File: config.mk
export PLATFORM = sky130hd
export DESIGN_NAME = encoder
export DESIGN_NICKNAME = d
export VERILOG_FILES = /design/src/rtl/encoder.sv
export SDC_FILE = /design/constraint.sdc
export NUM_CORES = 1
export LEC_CHECK = 0
export CORE_AREA = 2 2 39 41
export DETAILED_ROUTE_END_ITERATION = 16
export DIE_AREA = 0 0 41 43
export HOLD_SLACK_MARGIN = 0.1
export PLACE_DENSITY = 0.32
export SKIP_CTS_REPAIR_TIMING = 1
export SYNTH_ARGS = -nofsm -noshare
export SYNTH_HDL_FRONTEND = slang
export SYNTH_SLANG_ARGS = --single-unit
export TNS_END_PERCENT = 50
File: constraint.sdc
create_clock -name clk -period 0.86 [get_ports clk]
set_input_delay 0.172 -clock clk [delete_from_list [all_inputs] [get_ports clk]]
set_output_delay 0.172 -clock clk [all_outputs]
set_load 0.02 [all_outputs]
File: src/rtl/encoder.sv
// USB full-speed NRZI line encoder with idle (J) and EOP (SE0, SE0, J) generation.
// One bit per clock, never stalls. The line outputs are registered.
module encoder (
    input  logic clk,
    input  logic n_rst,
    input  logic Data_In,
    input  logic eop,
    input  logic idle,
    output logic d_plus,
    output logic d_minus
);

    typedef enum logic [1:0] {
        ACTIVE = 2'd0,
        EOP2   = 2'd1,
        EOP3   = 2'd2
    } state_t;

    // Line levels packed as {d_plus, d_minus}.
    localparam logic [1:0] LINE_J   = 2'b10;
    localparam logic [1:0] LINE_K   = 2'b01;
    localparam logic [1:0] LINE_SE0 = 2'b00;

    state_t state;
    state_t next_state;

    // NRZI reference: 1 = J, 0 = K.
    logic last;
    logic next_last;
    logic [1:0] next_line;

    always_ff @(posedge clk) begin
        if (!n_rst) begin
            state   <= ACTIVE;
            last    <= 1'b1;
            d_plus  <= 1'b1;
            d_minus <= 1'b0;
        end else begin
            state   <= next_state;
            last    <= next_last;
            d_plus  <= next_line[1];
            d_minus <= next_line[0];
        end
    end

    // Once started, the EOP sequence runs to completion regardless of inputs.
    always_comb begin
        next_state = state;
        case (state)
            ACTIVE:  next_state = eop ? EOP2 : ACTIVE;
            EOP2:    next_state = EOP3;
            EOP3:    next_state = ACTIVE;
            default: next_state = ACTIVE;
        endcase
    end

    always_comb begin
        next_last = last;
        next_line = LINE_J;
        case (state)
            ACTIVE: begin
                if (eop) begin
                    next_line = LINE_SE0;
                end else if (idle) begin
                    next_last = 1'b1;
                    next_line = LINE_J;
                end else begin
                    // A 0 bit toggles the line, a 1 bit holds it.
                    next_last = Data_In ? last : ~last;
                    next_line = next_last ? LINE_J : LINE_K;
                end
            end
            EOP2: begin
                next_line = LINE_SE0;
            end
            EOP3: begin
                next_last = 1'b1;
                next_line = LINE_J;
            end
            default: begin
                next_last = 1'b1;
                next_line = LINE_J;
            end
        endcase
    end

endmodule

Word-level counts from Yosys, hierarchy flattened --
Index checks and enable logic that the tools add are counted.
Storage, ports and cells: register bits 5, bits of input ports 5
Operators by class: muxes and demuxes 10, reductions and logical operators 2, equality and inequality tests 2, bitwise logic cells 2
Operators with widths (count):
- 2-bit one-hot mux with 2 select lines | 2
- 2-bit two-way mux | 3
- 1-bit two-way mux | 4
- 2-bit by 1-bit == test with 1-bit output (second input constant) | 1
- 2-bit logical NOT | 1
- 2-bit inequality test (second input constant) | 1
- 1-bit NOT | 2
- 1-bit one-hot mux with 2 select lines | 1
- 2-bit AND reduction | 1

Longest topological paths before layout --
depth in word-level cells 6, depth in mapped cells 3

Worst setup path after synthesis --
Ideal clock, no wire load.
path kind register -> register, start point register state[0], end point register last, cell stages (with the launch flop) 4, data arrival time 0.718 ns, required time 0.734 ns, clock period less this slack 0.844 ns, setup slack 0.016 ns, library setup time 0.126 ns, cell sequence dfxtp_1 nor2_1 and4bb_2 o21ai_0
On the way: longest elaborated chain between the ends 3
Ends and longest elaborated chain:
- start: declaration | RTL line 24 | state_t state;
- start signal: assignment | RTL line 39 | state <= next_state;
- 2-bit logical NOT or 2-bit by 1-bit == test with 1-bit output (tied branches) | RTL line 60 | case (state)
- 2-bit inequality test (no line) or 1-bit NOT (tied branches)
- 2-bit AND reduction (no line)
- end signal: assignment | RTL line 40 | last <= next_last;
- end: declaration | RTL line 28 | logic last;
Several ways; a longest one is shown, not always the timed one. A chain may end at the register's enable or synchronous reset.

Final worst setup path --
start point register state[1], end point register d_minus
On the way: longest elaborated chain between the ends 2
Ends and longest elaborated chain:
- 2-bit by 1-bit == test with 1-bit output or 2-bit logical NOT (tied branches) | RTL line 60
- 2-bit one-hot mux with 2 select lines * | RTL line 60
- end signal: assignment | RTL line 42 | d_minus <= next_line[0];
- end: declaration | RTL line 10 | output logic d_minus
Every way passes the cells marked *; elsewhere a longest branch is shown, timed or not.

==> impl_metrics.py <==
metrics = {
    "timing": {
        "worstMarginPinSlew_ns": 0.206,
        "fin_crit_ns": 0.903,
        "finalSetupViolations": 2,
        "post-route-period-util_pct": 105,
        "finClkSkew_ns": 0.00340,
        "worst_hold_slack_ns": 0.282,
        "rsz0062_at_grt": "yes",
        "slew-limit-headroom_pct": 86.2,
        "fmax_mhz": 1110,
        "maxSlewViolCount": 0,
        "finalHoldViolCount": 0,
        "fin_tns_setup_ns": -0.0496,
        "setup_ws_ns": -0.0426,
    },
    "power_and_ir_drop": {
        "power_switching_uw": 147,
        "switching_share_pct": 23.6,
        "sequentialPowerShare_pct": 40.8,
        "p_int_uw": 476,
        "ir_drop_mv": 0.512,
        "clock_power_share_pct": 45.0,
        "power_density_nw_per_um2": 1800,
        "leakagePower_nw": 0.160,
        "combPwrFrac_pct": 14.3,
    },
    "cells_and_area": {
        "drive_above_1_share_pct": 45.2,
        "final_util_pct": 25.0,
        "diodes": 0,
        "fin_area_um2": 347,
        "areaGrowthSynthToFinish_pct": 79.9,
        "nNetsFinal": 37,
        "layout.cells.non_filler": 47,
    },
    "global_routing": {
        "grt_max_degree": 5,
        "grt_pass1_vias": 174,
        "grt_util_all_layers_pct": 7.14,
        "antenna_found_initial": 0,
        "grt_overflow": 0,
        "grt_first_pass_wirelength_um": 676,
    },
    "clocking": {
        "cts_tree": "done",
        "clk_pin_slew_worst_paths_ns": 0.05,
        "cts.sinks": 5,
        "htree_levels": 1,
        "insertion_delay_ns": 0.25,
        "root_buffer": "clkbuf_4",
        "clockBufferDepth": 2,
        "cts_buffers": 3,
    },
    "status": {
        "run_status": "complete, but fails checks",
        "violations": "setup timing",
    },
    "critical_path": {
        "worst_setup_path_end_kind": "register",
        "critical_path_required_ns": 1.02,
        "path_max_fanout": 2,
        "crit_path_cell_trace": "or2b_1 -> nor4b_2",
        "critPathArrivalTime_ns": 1.06,
        "r2r-end": "d_minus",
        "crit_end": "d_minus",
        "reg2reg_depth": 2,
        "worst_setup_path_start_kind": "register",
        "reg2reg_slack_ns": -0.04,
        "max_stage_delay_ns": 0.31,
        "crit_type": "reg -> reg",
        "timing.rr.start": "state[1]",
        "worstSetupStartpoint": "state[1]",
        "crit_slowest_cell": "dfxtp_2",
    },
    "floorplan": {
        "start_util_pct": 13.9,
        "rows": 14,
        "design.die.area_um2": 1760,
        "die_h_um": 43,
        "pin_count": 7,
        "die_w_um": 41,
        "core_area_um2": 1380,
    },
    "placed_design": {
        "port_buffers": 6,
        "routabilityCongestion": 0.605,
        "placed_area_um2": 288,
        "dp.cells": 42,
    },
    "drt": {
        "firstDrtPassIters": 4,
        "ant_nets": 0,
        "drc_errors": 0,
        "drt-total-wl_um": 424,
        "drt_iter0_markers": 1,
        "wl_per_cell_um": 9.02,
        "num_vias": 179,
        "drt-vias-per-instance": 3.81,
    },
    "yosys": {
        "synth_area_um2": 193,
        "synth_cell_types": 13,
        "synth_seq_cells": 5,
        "yosys_warnings": 0,
        "syn_area_per_cell_um2": 10.7,
        "yosysSeqAreaShare_pct": 51.9,
        "syn_inst": 18,
        "synth_nets": 23,
    },
    "worst_hold_path": {
        "min_path_type": "in -> reg",
    },
    "job": {
        "maxCapViolCount": 0,
    },
}
## flip-flops by register name, summed over array words and instances, names as in the netlist
name and cells:
d_minus 1, last 1, d_plus 1, state 2
## final cells by class
cell class / count / area, um^2
sequential: 5 / 103
timing repair buffer: 9 / 92.6
clock buffer: 4 / 26.3
fill: 153 / 1040
tap: 16 / 20.0
multi-input combinational: 13 / 105
## through the flow
| stage | setup WS [ns] | total power [mW] |
|---|---|---|
| floorplan | 0.0160 | 0.289 |
| global placement | -0.357 | 0.333 |
| detailed placement | -0.406 | 0.335 |
| CTS | -0.463 | 0.621 |
| global route | -0.107 | 0.659 |
| finish | -0.0426 | 0.623 |
## kinds of logic (layout without fill, tap and decap cells)
logic type,after synthesis,in the layout,share of synthesized area [%]
simple gates,9,9,35.7
buf+inv,0,13,0
flops,5,5,52.0
compound gates,3,3,7.79
xor+xnor,1,1,4.55
## power groups by stage
stage,combinational [mW],clock (mW),sequential [mW]
floorplan,0.0282,0,0.261
global placement,0.0793,0,0.254
detailed placement,0.0806,0,0.254
CTS,0.0807,0.291,0.250
global route,0.0979,0.307,0.255
finish,0.0888,0.280,0.254
## cells in the mapped netlist
cell type	count	share of area, %
o21ai_0	2	5.2
nand2b_1	1	3.2
dfxtp_1	5	52
nor3b_1	1	3.9
nor2_1	1	1.9
a21oi_1	1	2.6
nor2b_1	1	3.2
and2_1	1	3.2
xnor2_1	1	4.5
and4bb_2	1	6.5
nand2_1	1	1.9
nor4b_2	1	7.8
or2b_1	1	3.9
## worst min path at each step
stage	start	endpoint	slack [ns]	cells past startpoint
floorplan	idle	d_minus	0.24	1
global placement	state[1]	d_plus	0.46	2
detailed placement	state[1]	d_plus	0.46	2
CTS	state[1]	d_plus	0.47	2
global route	eop	state[0]	0.28	2
finish	eop	state[0]	0.28	2
## placed cells by master, fill, tap and decap left out, drive strengths merged
cell / instances
dfxtp: 5
buf: 5
clkbuf: 4
dlymetal6s2s: 3
o21ai: 2
xnor2: 1
or2b: 1
nor2: 1
nor4b: 1
nor2b: 1
and2: 1
nand2b: 1
a21oi: 1
and4bb: 1
nor3b: 1
nand2: 1
clkdlybuf4s50: 1
## routing by layer
| metal | up-vias | wire [um] | track usage (%) |
|---|---|---|---|
| met2 | 5 | 224 | 8.75 |
| met3 | 4 | 29 | 4.71 |
| met5 | - | 0 | 0 |
| met1 | 83 | 142 | 5.16 |
| li1 | 87 | - | - |
| met4 | 0 | 27 | 12.0 |
## worst max-delay path: cells and delay by family (launching register included)
| kind | cells | cell delay [ns] |
|---|---|---|
| simple gates | 2 | 0.50 |
| flops | 1 | 0.31 |
Power figures use the tool's default switching activity.
